## src/rtl/alu_exec_unit.sv

```systemverilog
`default_nettype none
// ============================================================================
// Module   : alu_exec_unit
// Purpose  : MIPS execute stage; single-cycle ALU/shift ops, iterative MULTU/DIVU
// Revision : 1.0
// ============================================================================
module alu_exec_unit #(
    parameter int WIDTH = 32,
    parameter int CNT_W = 6
) (
    input  logic             clock,
    input  logic             reset_n,
    input  logic             start,
    input  logic [3:0]       op,
    input  logic [WIDTH-1:0] a,
    input  logic [WIDTH-1:0] b,
    input  logic [4:0]       shamt,
    output logic             busy,
    output logic             done,
    output logic [WIDTH-1:0] result,
    output logic [WIDTH-1:0] hi,
    output logic             zero,
    output logic             overflow
);

    typedef enum logic [1:0] {
        S_IDLE = 2'd0,
        S_EXEC = 2'd1,
        S_MUL  = 2'd2,
        S_DIV  = 2'd3
    } state_t;

    localparam logic [3:0] OP_ADD   = 4'h0;
    localparam logic [3:0] OP_SUB   = 4'h1;
    localparam logic [3:0] OP_AND   = 4'h2;
    localparam logic [3:0] OP_OR    = 4'h3;
    localparam logic [3:0] OP_XOR   = 4'h4;
    localparam logic [3:0] OP_NOR   = 4'h5;
    localparam logic [3:0] OP_SLT   = 4'h6;
    localparam logic [3:0] OP_SLTU  = 4'h7;
    localparam logic [3:0] OP_SLL   = 4'h8;
    localparam logic [3:0] OP_SRL   = 4'h9;
    localparam logic [3:0] OP_SRA   = 4'hA;
    localparam logic [3:0] OP_MULTU = 4'hB;
    localparam logic [3:0] OP_DIVU  = 4'hC;

    state_t             state_q, state_d;
    logic [3:0]         op_q, op_d;
    logic [WIDTH-1:0]   a_q, a_d, b_q, b_d;
    logic [4:0]         shamt_q, shamt_d;
    logic [CNT_W-1:0]   cnt_q, cnt_d;
    logic [WIDTH-1:0]   acc_hi_q, acc_hi_d, acc_lo_q, acc_lo_d;
    logic [WIDTH-1:0]   result_q, result_d, hi_q, hi_d;
    logic               zero_q, zero_d, ovf_q, ovf_d, done_q, done_d;

    logic [4:0]         sh_w;
    logic [WIDTH-1:0]   exec_res, exec_hi, sum_w, diff_w;
    logic               exec_ov;
    logic [WIDTH:0]     mul_sum, div_trial;
    logic               last_iter;

    always_comb begin
        sh_w     = 5'(32'(shamt_q) % WIDTH);
        sum_w    = a_q + b_q;
        diff_w   = a_q - b_q;
        exec_res = '0;
        exec_hi  = '0;
        exec_ov  = 1'b0;
        case (op_q)
            OP_ADD: begin
                exec_res = sum_w;
                exec_ov  = (a_q[WIDTH-1] == b_q[WIDTH-1]) && (sum_w[WIDTH-1] != a_q[WIDTH-1]);
            end
            OP_SUB: begin
                exec_res = diff_w;
                exec_ov  = (a_q[WIDTH-1] != b_q[WIDTH-1]) && (diff_w[WIDTH-1] != a_q[WIDTH-1]);
            end
            OP_AND:  exec_res = a_q & b_q;
            OP_OR:   exec_res = a_q | b_q;
            OP_XOR:  exec_res = a_q ^ b_q;
            OP_NOR:  exec_res = ~(a_q | b_q);
            OP_SLT:  exec_res = {{(WIDTH-1){1'b0}}, ($signed(a_q) < $signed(b_q))};
            OP_SLTU: exec_res = {{(WIDTH-1){1'b0}}, (a_q < b_q)};
            OP_SLL:  exec_res = b_q << sh_w;
            OP_SRL:  exec_res = b_q >> sh_w;
            OP_SRA:  exec_res = $signed(b_q) >>> sh_w;
            // Only the divide-by-zero case of DIVU is routed through EXEC.
            OP_DIVU: begin
                exec_res = '1;
                exec_hi  = a_q;
            end
            default: exec_res = '0;
        endcase
    end

    always_comb begin
        mul_sum   = {1'b0, acc_hi_q} + (acc_lo_q[0] ? {1'b0, a_q} : '0);
        div_trial = {acc_hi_q, acc_lo_q[WIDTH-1]} - {1'b0, b_q};
        last_iter = (cnt_q == CNT_W'(WIDTH - 1));
    end

    always_comb begin
        state_d  = state_q;
        op_d     = op_q;
        a_d      = a_q;
        b_d      = b_q;
        shamt_d  = shamt_q;
        cnt_d    = cnt_q;
        acc_hi_d = acc_hi_q;
        acc_lo_d = acc_lo_q;
        result_d = result_q;
        hi_d     = hi_q;
        zero_d   = zero_q;
        ovf_d    = ovf_q;
        done_d   = 1'b0;
        case (state_q)
            S_IDLE: begin
                if (start) begin
                    op_d     = op;
                    a_d      = a;
                    b_d      = b;
                    shamt_d  = shamt;
                    cnt_d    = '0;
                    acc_hi_d = '0;
                    if (op == OP_MULTU) begin
                        acc_lo_d = b;
                        state_d  = S_MUL;
                    end else if (op == OP_DIVU && b != '0) begin
                        acc_lo_d = a;
                        state_d  = S_DIV;
                    end else begin
                        state_d  = S_EXEC;
                    end
                end
            end
            S_EXEC: begin
                result_d = exec_res;
                hi_d     = exec_hi;
                zero_d   = (exec_res == '0);
                ovf_d    = exec_ov;
                done_d   = 1'b1;
                state_d  = S_IDLE;
            end
            S_MUL: begin
                // {acc_hi,acc_lo} shifts right; multiplier bits leave as product bits enter.
                acc_hi_d = mul_sum[WIDTH:1];
                acc_lo_d = {mul_sum[0], acc_lo_q[WIDTH-1:1]};
                cnt_d    = cnt_q + 1'b1;
                if (last_iter) begin
                    result_d = acc_lo_d;
                    hi_d     = acc_hi_d;
                    zero_d   = (acc_lo_d == '0);
                    ovf_d    = 1'b0;
                    done_d   = 1'b1;
                    state_d  = S_IDLE;
                end
            end
            S_DIV: begin
                // acc_hi holds the partial remainder, acc_lo dividend bits then quotient.
                if (!div_trial[WIDTH]) begin
                    acc_hi_d = div_trial[WIDTH-1:0];
                    acc_lo_d = {acc_lo_q[WIDTH-2:0], 1'b1};
                end else begin
                    acc_hi_d = {acc_hi_q[WIDTH-2:0], acc_lo_q[WIDTH-1]};
                    acc_lo_d = {acc_lo_q[WIDTH-2:0], 1'b0};
                end
                cnt_d = cnt_q + 1'b1;
                if (last_iter) begin
                    result_d = acc_lo_d;
                    hi_d     = acc_hi_d;
                    zero_d   = (acc_lo_d == '0);
                    ovf_d    = 1'b0;
                    done_d   = 1'b1;
                    state_d  = S_IDLE;
                end
            end
            default: state_d = S_IDLE;
        endcase
    end

    always_ff @(posedge clock) begin
        if (!reset_n) begin
            state_q  <= S_IDLE;
            op_q     <= '0;
            a_q      <= '0;
            b_q      <= '0;
            shamt_q  <= '0;
            cnt_q    <= '0;
            acc_hi_q <= '0;
            acc_lo_q <= '0;
            result_q <= '0;
            hi_q     <= '0;
            zero_q   <= 1'b0;
            ovf_q    <= 1'b0;
            done_q   <= 1'b0;
        end else begin
            state_q  <= state_d;
            op_q     <= op_d;
            a_q      <= a_d;
            b_q      <= b_d;
            shamt_q  <= shamt_d;
            cnt_q    <= cnt_d;
            acc_hi_q <= acc_hi_d;
            acc_lo_q <= acc_lo_d;
            result_q <= result_d;
            hi_q     <= hi_d;
            zero_q   <= zero_d;
            ovf_q    <= ovf_d;
            done_q   <= done_d;
        end
    end

    assign busy     = (state_q != S_IDLE);
    assign done     = done_q;
    assign result   = result_q;
    assign hi       = hi_q;
    assign zero     = zero_q;
    assign overflow = ovf_q;

endmodule
`default_nettype wire

```

## config.mk

```make
export PLATFORM = sky130hd
export DESIGN_NAME = alu_exec_unit
export DESIGN_NICKNAME = d
export VERILOG_FILES = /design/src/rtl/alu_exec_unit.sv
export SDC_FILE = /design/constraint.sdc
export NUM_CORES = 1
export LEC_CHECK = 0
export ABC_CLOCK_PERIOD_IN_PS = 5420
export CORE_ASPECT_RATIO = 0.9
export CORE_MARGIN = 1
export CORE_UTILIZATION = 43
export CTS_CLUSTER_DIAMETER = 30
export DETAILED_ROUTE_END_ITERATION = 16
export PLACE_DENSITY_LB_ADDON = 0.05
export SLEW_MARGIN = 20
export SYNTH_ARGS = -nofsm -noshare
export SYNTH_HDL_FRONTEND = slang
export SYNTH_SLANG_ARGS = --single-unit
```

## constraint.sdc

```tcl
create_clock -name clock -period 5.42 [get_ports clock]
set_clock_uncertainty 0.15 [all_clocks]
set_input_delay 0.542 -clock clock [delete_from_list [all_inputs] [get_ports clock]]
set_output_delay 0.542 -clock clock [all_outputs]
set_load 0.1 [all_outputs]
```

# Word level (Yosys, flattened, before mapping)
# Cells that the tools add are included.
[op_classes]
n_lt_le_gt_ge = 2
shift = 3
n_bitwise = 4
n_addsub = 5
reduce_logical = 22
eq_ne = 26
muxes = 33
[ops]
columns = ["op", "n"]
rows = [
  ["$mux 32", 12],
  ["$pmux 32 s12", 1],
  ["$pmux 32 s3", 4],
  ["$logic_not 32->1", 3],
  ["$lt 32x32->1", 2],
  ["$add 32x32->33", 1],
  ["$sub 33x32->33", 1],
  ["$add 32x32->32", 1],
  ["$and 32x32->32", 1],
  ["$not 32->32", 1],
  ["$or 32x32->32", 1],
  ["$reduce_bool 32->1", 1],
  ["$shl 32x5->32", 1],
  ["$shr 32x5->32", 1],
  ["$sshr 32x5->32", 1],
  ["$sub 32x32->32", 1],
  ["$xor 32x32->32", 1],
  ["$eq 4x4->1 const B", 6],
  ["$eq 4x3->1 const B", 4],
  ["$pmux 6 s2", 1],
  ["$reduce_and 2->1", 5],
  ["$eq 4x2->1 const B", 2],
  ["$mux 2", 4],
  ["$add 6x1->6 const B", 1],
  ["other kinds (21)", 38],
]
[totals]
ff_bits = 212
input_bits = 76
output_inout_bits = 68

# Longest topological paths before layout
# Gate-level depths: netlist (run 1).
[logic_depth]
ltp_word = 6
ltp_mapped = 17
mapped_depth_nobuf = 16

# Least setup slack after synthesis (run 1)
# Ideal clock, no wire load.
[synth_path]
kind = "register to register"
from = "register b_q[1]"
to = "register hi_q[1] (netlist: hi[1])"
path_stages_with_launch = 15
setup_slack_ps = 1479
t_arrival_ps = 3662
required_time_ps = 5141
path_cell_list = "dfxtp_1 > inv_1 > fa_1 > a211oi_1 > nor4_1 > nor3_1 > o211ai_1 > o31ai_1 > o31ai_2 > xor2_2 > buf_4 > mux2i_1 > nor2_1 > a2111oi_0 > nor2_1"
[synth_between]
elab_chain_len = 4
[synth_lines]
columns = ["item", "line_no", "rtl"]
rows = [
  ["start, declared", "49", "logic [WIDTH-1:0] a_q, a_d, b_q, b_d;"],
  ["start signal, assigned", "186", "b_q <= '0;"],
  ["start signal, assigned", "200", "b_q <= b_d;"],
  ["$sub 33x32->33", "98", "div_trial = {acc_hi_q, acc_lo_q[WIDTH-1]} - {1'b0, b_q};"],
  ["$mux 32", "160", "if (!div_trial[WIDTH]) begin"],
  ["$mux 32", "168", "if (last_iter) begin"],
  ["$pmux 32 s3", "116", "case (state_q)"],
  ["end signal, assigned", "206", "hi_q <= hi_d;"],
  ["end, declared", "53", "logic [WIDTH-1:0] result_q, result_d, hi_q, hi_d;"],
]
# Every way passes these cells. The select of a mux whose other input is x is not followed.
# A chain may end at the register's enable or synchronous reset.

# Worst setup path after layout (run 1)
[layout_path]
from = "register shamt_q[0]"
to = "register zero_q (netlist: zero)"
[layout_between]
elab_chain_len = 4
word_cells_on_any_way = 6
classes_between = "shift: 3; mux: 2; reduce/logical: 1"
[layout_lines]
columns = ["item", "line_no", "rtl"]
rows = [
  ["start, declared", "50", "logic [4:0] shamt_q, shamt_d;"],
  ["start signal, assigned", "201", "shamt_q <= shamt_d;"],
  ["$sshr 32x5->32, or another cell as far along", "86", "OP_SRA: exec_res = $signed(b_q) >>> sh_w;"],
  ["$pmux 32 s12 (*)", "69", "case (op_q)"],
  ["$logic_not 32->1 (*)", "139", "zero_d = (exec_res == '0);"],
  ["$pmux 1 s3 (*)", "116", ""],
  ["end signal, assigned", "207", "zero_q <= zero_d;"],
  ["end, declared", "54", "logic zero_q, zero_d, ovf_q, ovf_d, done_q, done_d;"],
]
# Every way passes the cells marked *; elsewhere a longest branch is shown, timed or not.

==> results of run 1 <==
-- worst paths after layout --
| kind | from | to | cells past startpoint |
|---|---|---|---|
| worst max-delay path | shamt_q[0]$_SDFFE_PN0P_ | zero$_SDFFE_PN0P_ | 12 |
| worst min-delay path | shamt[2] | shamt_q[2]$_SDFFE_PN0P_ | 3 |
| worst max register to register | shamt_q[0]$_SDFFE_PN0P_ | zero$_SDFFE_PN0P_ | 12 |
| worst min register to register | hi[11]$_SDFFE_PN0P_ | hi[11]$_SDFFE_PN0P_ | 2 |
-- flip-flops by register name (all words and copies together) (netlist names), 5 cells and up --
name	flops
result	32
hi	32
b_q	32
acc_hi_q	32
a_q	32
shamt_q	5
cnt_q	6
acc_lo_q	32
-- layer usage --
metal / vias to the layer above / routed length, µm
li1: 12300 / -
met1: 13400 / 50600
met2: 1998 / 50300
met3: 324 / 15400
met4: 2 / 5630
met5: - / 13
-- cells in the final DEF (no fill, tap or decap), types with 35 or more instances in the layout --
cell type                         netlist  layout
sky130_fd_sc_hd__nand2_1              420     419
sky130_fd_sc_hd__a21oi_1              304     303
sky130_fd_sc_hd__nor2_1               245     239
sky130_fd_sc_hd__o21ai_0              219     218
sky130_fd_sc_hd__dfxtp_1              212     206
sky130_fd_sc_hd__ha_1                 168     168
sky130_fd_sc_hd__buf_4                 12     156
sky130_fd_sc_hd__mux2i_1              142     142
sky130_fd_sc_hd__clkdlybuf4s50_1        0     142
sky130_fd_sc_hd__inv_1                115     115
sky130_fd_sc_hd__a21boi_0              97      97
sky130_fd_sc_hd__and2_1                71      70
sky130_fd_sc_hd__nand3_1               67      67
sky130_fd_sc_hd__a22oi_1               61      61
sky130_fd_sc_hd__clkbuf_16              0      58
sky130_fd_sc_hd__nor3_1                52      51
sky130_fd_sc_hd__o211ai_1              46      46
sky130_fd_sc_hd__a211oi_1              46      46
sky130_fd_sc_hd__o221ai_1              46      46
sky130_fd_sc_hd__mux4_2                43      43
sky130_fd_sc_hd__o211a_1               41      41
sky130_fd_sc_hd__nor2b_1               41      41
sky130_fd_sc_hd__xnor2_1               40      40
sky130_fd_sc_hd__a21o_1                36      36
sky130_fd_sc_hd__nor4_1                36      35
-- power breakdown --
group / switching [mW] / internal (mW) / total [mW]
Combinational: 1.78 / 0.871 / 2.66
Clock: 1.12 / 2.49 / 3.61
Sequential: 0.163 / 1.66 / 1.82
-- final cells by class --
| cell class | instances | area [µm²] |
|---|---|---|
| Inverter | 120 | 450 |
| Multi-Input combinational cell | 2669 | 18200 |
| Clock inverter | 32 | 450 |
| Fill cell | 5263 | 26200 |
| Timing Repair Buffer | 301 | 2640 |
| Clock buffer | 75 | 1630 |
| Sequential cell | 212 | 4260 |
| Tap cell | 705 | 882 |
| Antenna cell | 1 | 2.50 |
-- tightest hold or removal path: stages --
cell and delay (ns):
sky130_fd_sc_hd__clkdlybuf4s50_1 0.40, sky130_fd_sc_hd__nand2_1 0.05, sky130_fd_sc_hd__a21boi_0 0.06
-- through the flow --
step,setup slack [ns],util [%]
6_report,0.311,52.1
5_1_grt,0.140,52.1
4_1_cts,0.543,52.1
3_5_place_dp,0.631,48.3
3_3_place_gp,0.634,48.3
2_1_floorplan,1.48,-
-- kinds of logic after synthesis --
family | count (synthesis) | synth area share [%]
compound gates | 1140 | 31.7
xor+xnor | 66 | 2.45
fa+ha+maj | 172 | 9.14
buf+inv | 379 | 6.50
flops | 212 | 17.8
mux | 207 | 11.1
simple gates | 1084 | 21.2
==> impl_metrics.tcl, run 1 <==
set metrics [dict create \
    min_period_over_period_pct 94.3 \
    cp.arrival_ns 5.43 \
    postCtsSetupBuffers 0 \
    postSynthNetCount 3508 \
    crit_path_end_kind "flop" \
    num_vias 28000 \
    slew_headroom_pct 26.4 \
    cts_resized 0 \
    tightest_slew_ns 1.10 \
    groute.layer.met1.usage_pct 57.5 \
    dieArea_um2 56500 \
    cts_inserted_buffers 58 \
    setup_viol 0 \
    netlist.area_leader.share_pct 17.8 \
    clockBufferDepth 3 \
    timing.final.crit_period_ns 5.11 \
    placementRows 81 \
    synth_enable_flop_cells 0 \
    maxCapViolations 0 \
    final_net_count 3610 \
    critical_path_buf_inv_count 1 \
    half_perimeter_wire_length_of_the_detailed_placement_result_mm 94.3 \
    clk_latency_ns 0.63 \
    root_buffer_cell "sky130_fd_sc_hd__clkbuf_16" \
    finish.instance_area_um2 28500 \
    gr-total-overflow 0 \
    cts_tree "yes" \
    grt.total_usage_pct 41.8 \
    hold_buffers 0 \
    clock-sinks 212 \
    ys_types 91 \
    synth-seq-area-share_pct 17.8 \
    syn2layout_area_growth_pct 19.3 \
    max_stage_delay_ns 0.96 \
    grt_max_degree 118 \
    worstSetupPathType "reg -> reg" \
    postSynthAreaPerCell_um2 7.32 \
    most_used_flip_flop_cell_after_synthesis "sky130_fd_sc_hd__dfxtp_1" \
    gate_count_after_technology_mapping 3260 \
    gp_congestion 1.06 \
    path_cells "mux4_2, a22oi_1, and2_1, a211oi_1, nor4_1, o2111ai_1, a31oi_1, a32oi_1, buf_4, nor4_1, nand4bb_1, o31ai_1" \
    grt_pass1_wl_mm 176 \
    outcome "finished clean" \
    grt_setup_unrepaired "no" \
    drt_drc_violations_left 0 \
    die_width_um 250 \
    coreArea_um2 54600 \
    non_filler_instance_count_after_layout 4115 \
    grt.busiest_layer "met2" \
    yosys_warnings 0 \
    netlist_area_um2 23900 \
    ctsHtreeMaxLevel 2 \
    top_cell_type_by_total_area_after_synthesis "sky130_fd_sc_hd__dfxtp_1" \
    use_met3_pct 11.1 \
    final_hold_violation_count 0 \
    ys_top_cells_by_area "sky130_fd_sc_hd__dfxtp_1 18%, sky130_fd_sc_hd__ha_1 8.8%, sky130_fd_sc_hd__nand2_1 6.6%" \
    wl_mm 122 \
    peakVddDrop_uv 274 \
    crit_path_top_delay_cell "sky130_fd_sc_hd__nor4_1" \
    portBuffers 143 \
    wire_per_inst_um 29.6 \
    dominant_delay_contributor_by_cell_family_on_the_critical_path "simple AND/OR/NAND/NOR gates" \
    max_freq_mhz 196 \
    critical-path-top-cell-by-count "sky130_fd_sc_hd__nor4_1" \
    placed_cell_area_um2 26400 \
    grtUsageMet2_pct 61.2 \
    numPlacedInstances 4007 \
    timing.critical_path.from_type "flop" \
    drt_antenna_net_count 0 \
    hold-worst-slack_ns 0.325 \
    synth.ff_latch_count 212 \
    cts.reportedPaths.clkPinSlew_ns 0.04 \
    hold_path_class "in -> reg" \
    drt-pass1-iter-count 6 \
    drt_iter0_markers 4093 \
    synth_async_sr_flop_share_pct 0 \
    drive_above_1_share_pct 10.9 \
    initial_core_util_pct 43.7 \
    p_total_mw 8.08 \
    cp_max_fanout 21 \
    vias_per_cell 6.80 \
    power.density_cell_area_nw_per_um2 284 \
    via_count_of_the_first_global_routing_pass 25700 \
    crit_required_ns 5.74 \
    p_leak_nw 11.5 \
    yosysMostFrequentCell "sky130_fd_sc_hd__nand2_1" \
    setup_total_negative_slack_ns 0 \
    io_pins 144 \
    grt_antenna_before_repair 3 \
    pins_over_their_slew_limit 0 \
    chipHeight_um 226 \
    internal_reg_to_reg_setup_slack_ns 0.31 \
    synth.top_cells.by_count "420 x sky130_fd_sc_hd__nand2_1, 304 x sky130_fd_sc_hd__a21oi_1, 245 x sky130_fd_sc_hd__nor2_1" \
]
(Power assumes the default switching activity.)
==> run 2, diff against run 1 <==
Settings changed: SETUP_SLACK_MARGIN from default to 0.5.
==> impl_metrics.tcl, run 2 (synthesis results as in run 1) <==
set metrics [dict create \
    outcome "finished clean" \
    dieArea_um2 56500 \
    final_hold_violation_count 0 \
    via_count_of_the_first_global_routing_pass 25700 \
    hold_path_class "in -> reg" \
    cell_depth_of_the_worst_flop_to_flop_path 14 \
    layout_commonest_cell "sky130_fd_sc_hd__nand2_1" \
    die_width_um 250 \
    drive_above_1_share_pct 11.3 \
    slew_headroom_pct 24.9 \
    timing.critical_path.from_type "flop" \
    crit_required_ns 5.74 \
    clock-sinks 212 \
    drt_iter0_markers 4254 \
    cp_max_fanout 50 \
    finish.instance_area_um2 28500 \
    setup_total_negative_slack_ns 0 \
    grt_setup_unrepaired "no" \
    grt.total_usage_pct 41.8 \
    cts_inserted_buffers 58 \
    drt-pass1-iter-count 6 \
    grt_pass1_wl_mm 176 \
    gr-total-overflow 0 \
    mostFrequentLayoutCells "419 x sky130_fd_sc_hd__nand2_1, 303 x sky130_fd_sc_hd__a21oi_1, 239 x sky130_fd_sc_hd__nor2_1, 216 x sky130_fd_sc_hd__o21ai_0, 203 x sky130_fd_sc_hd__dfxtp_1" \
    min_period_over_period_pct 89.1 \
    non_filler_instance_count_after_layout 4117 \
    maxCapViolations 0 \
    drt_drc_violations_left 0 \
    max_freq_mhz 207 \
    half_perimeter_wire_length_of_the_detailed_placement_result_mm 94.3 \
    clk_latency_ns 0.63 \
    internal_reg_to_reg_setup_slack_ns 0.59 \
    peakVddDrop_uv 275 \
    clockBufferDepth 3 \
    switchingPower_mw 3.07 \
    crit_path_end_kind "flop" \
    wl_mm 122 \
    initial_core_util_pct 43.7 \
    hold-path-cell-count 3 \
    grt_max_degree 118 \
    crit-reg2reg-launch "shamt_q[1]$_SDFFE_PN0P_" \
    cp.arrival_ns 5.15 \
    setup_viol 0 \
    syn2layout_area_growth_pct 19.6 \
    tightest_slew_ns 1.12 \
    vias_per_cell 6.79 \
    cts_tree "yes" \
    worstSetupPathType "reg -> reg" \
    power_frac_clock_pct 44.6 \
    grt_antenna_before_repair 3 \
    final_net_count 3612 \
    crit-reg2reg-capture "zero$_SDFFE_PN0P_" \
    coreArea_um2 54600 \
    root_buffer_cell "sky130_fd_sc_hd__clkbuf_16" \
    share_comb_of_total_power_pct 32.9 \
    placed_cell_area_um2 26400 \
    ctsHtreeMaxLevel 2 \
    power.density_cell_area_nw_per_um2 283 \
    cts.reportedPaths.clkPinSlew_ns 0.04 \
    drt_antenna_net_count 0 \
    timing.final.crit_period_ns 4.83 \
    internal_power_mw 5.02 \
    p_leak_nw 11.5 \
    p_sw_share_pct 38.0 \
    seqPwrFrac_pct 22.5 \
    pins_over_their_slew_limit 0 \
    hold_buffers 0 \
    gp_congestion 1.06 \
    num_vias 28000 \
    placementRows 81 \
    chipHeight_um 226 \
    final_core_util_pct 52.2 \
    io_pins 144 \
    min_from "shamt[2]" \
    numPlacedInstances 4007 \
    wire_per_inst_um 29.6 \
    portBuffers 143 \
    min_delay_worst_endpoint "shamt_q[2]$_SDFFE_PN0P_" \
]
run 2: cell types whose count changed in the layout (fill, tap and decap cells not counted), moves of 3 or more:
cell                      delta
sky130_fd_sc_hd__dfxtp_1     -3
sky130_fd_sc_hd__dfxtp_2     +3
sky130_fd_sc_hd__nor4_2      +3
sky130_fd_sc_hd__nor4_1      -3
run 2: critical path: stages (launching register included):
cell and delay, ns:
sky130_fd_sc_hd__dfxtp_4 0.53, sky130_fd_sc_hd__buf_12 0.31, sky130_fd_sc_hd__mux2_2 0.39, sky130_fd_sc_hd__mux2i_1 0.38, sky130_fd_sc_hd__o21ai_0 0.19, sky130_fd_sc_hd__a32oi_1 0.47
sky130_fd_sc_hd__a32oi_1 0.40, sky130_fd_sc_hd__nor4_1 0.45, sky130_fd_sc_hd__buf_4 0.22, sky130_fd_sc_hd__nand2_1 0.06, sky130_fd_sc_hd__nor4_2 0.19, sky130_fd_sc_hd__nand3b_1 0.15
sky130_fd_sc_hd__nor4b_2 0.37, sky130_fd_sc_hd__nand4bb_1 0.16, sky130_fd_sc_hd__o31ai_1 0.20
run 2: final cells by class:
class / count / area [µm²]
Inverter: 120 / 450
Antenna cell: 1 / 2.50
Fill cell: 5265 / 26100
Clock buffer: 75 / 1630
Multi-Input combinational cell: 2669 / 18200
Sequential cell: 212 / 4270
Timing Repair Buffer: 303 / 2660
Tap cell: 705 / 882
Clock inverter: 32 / 450
run 2: power groups by stage:
stage	combinational, mW	clock [mW]	sequential, mW
after floorplan	1.38	0	2.02
after global placement	2.54	0	1.84
after detailed placement	2.55	0	1.84
after CTS	2.56	3.63	1.81
after global routing	2.77	3.71	1.83
final	2.66	3.61	1.82
run 2: worst max path at each step:
stage | to | from
CTS | zero$_SDFFE_PN0P_ | b_q[1]$_SDFFE_PN0P_
finish | zero$_SDFFE_PN0P_ | shamt_q[1]$_SDFFE_PN0P_
global route | hi[15]$_SDFFE_PN0P_ | acc_lo_q[31]$_SDFFE_PN0P_
global placement | zero$_SDFFE_PN0P_ | shamt_q[1]$_SDFFE_PN0P_
floorplan | hi[1]$_SDFFE_PN0P_ | b_q[1]$_SDFFE_PN0P_
detailed placement | acc_hi_q[28]$_SDFFE_PN0P_ | acc_lo_q[31]$_SDFFE_PN0P_
run 2: per-layer routing:
layer | track usage, % | vias up | part of all wire, %
met5 | 0 | - | 0.011
met4 | 17.2 | 2 | 4.4
met3 | 11.1 | 297 | 12
met2 | 61.2 | 1888 | 41
met1 | 57.5 | 13500 | 42
li1 | - | 12300 | -
run 2: timing repair:
item / 4_1_cts / 5_1_grt
endpoints found under the hold margin: 0 / 0
endpoints found under the setup margin: 0 / 56
setup buffers: 0 / 2
resized for setup: 0 / 14
run 2: per-stage QoR:
stage | setup slack (ns) | hold WS, ns | power [mW]
floorplan | 1.48 | 0.323 | 3.40
global placement | 0.634 | 0.336 | 4.38
detailed placement | 0.631 | 0.339 | 4.38
CTS | 0.543 | 0.324 | 8.00
global route | 0.482 | 0.346 | 8.31
finish | 0.593 | 0.327 | 8.09
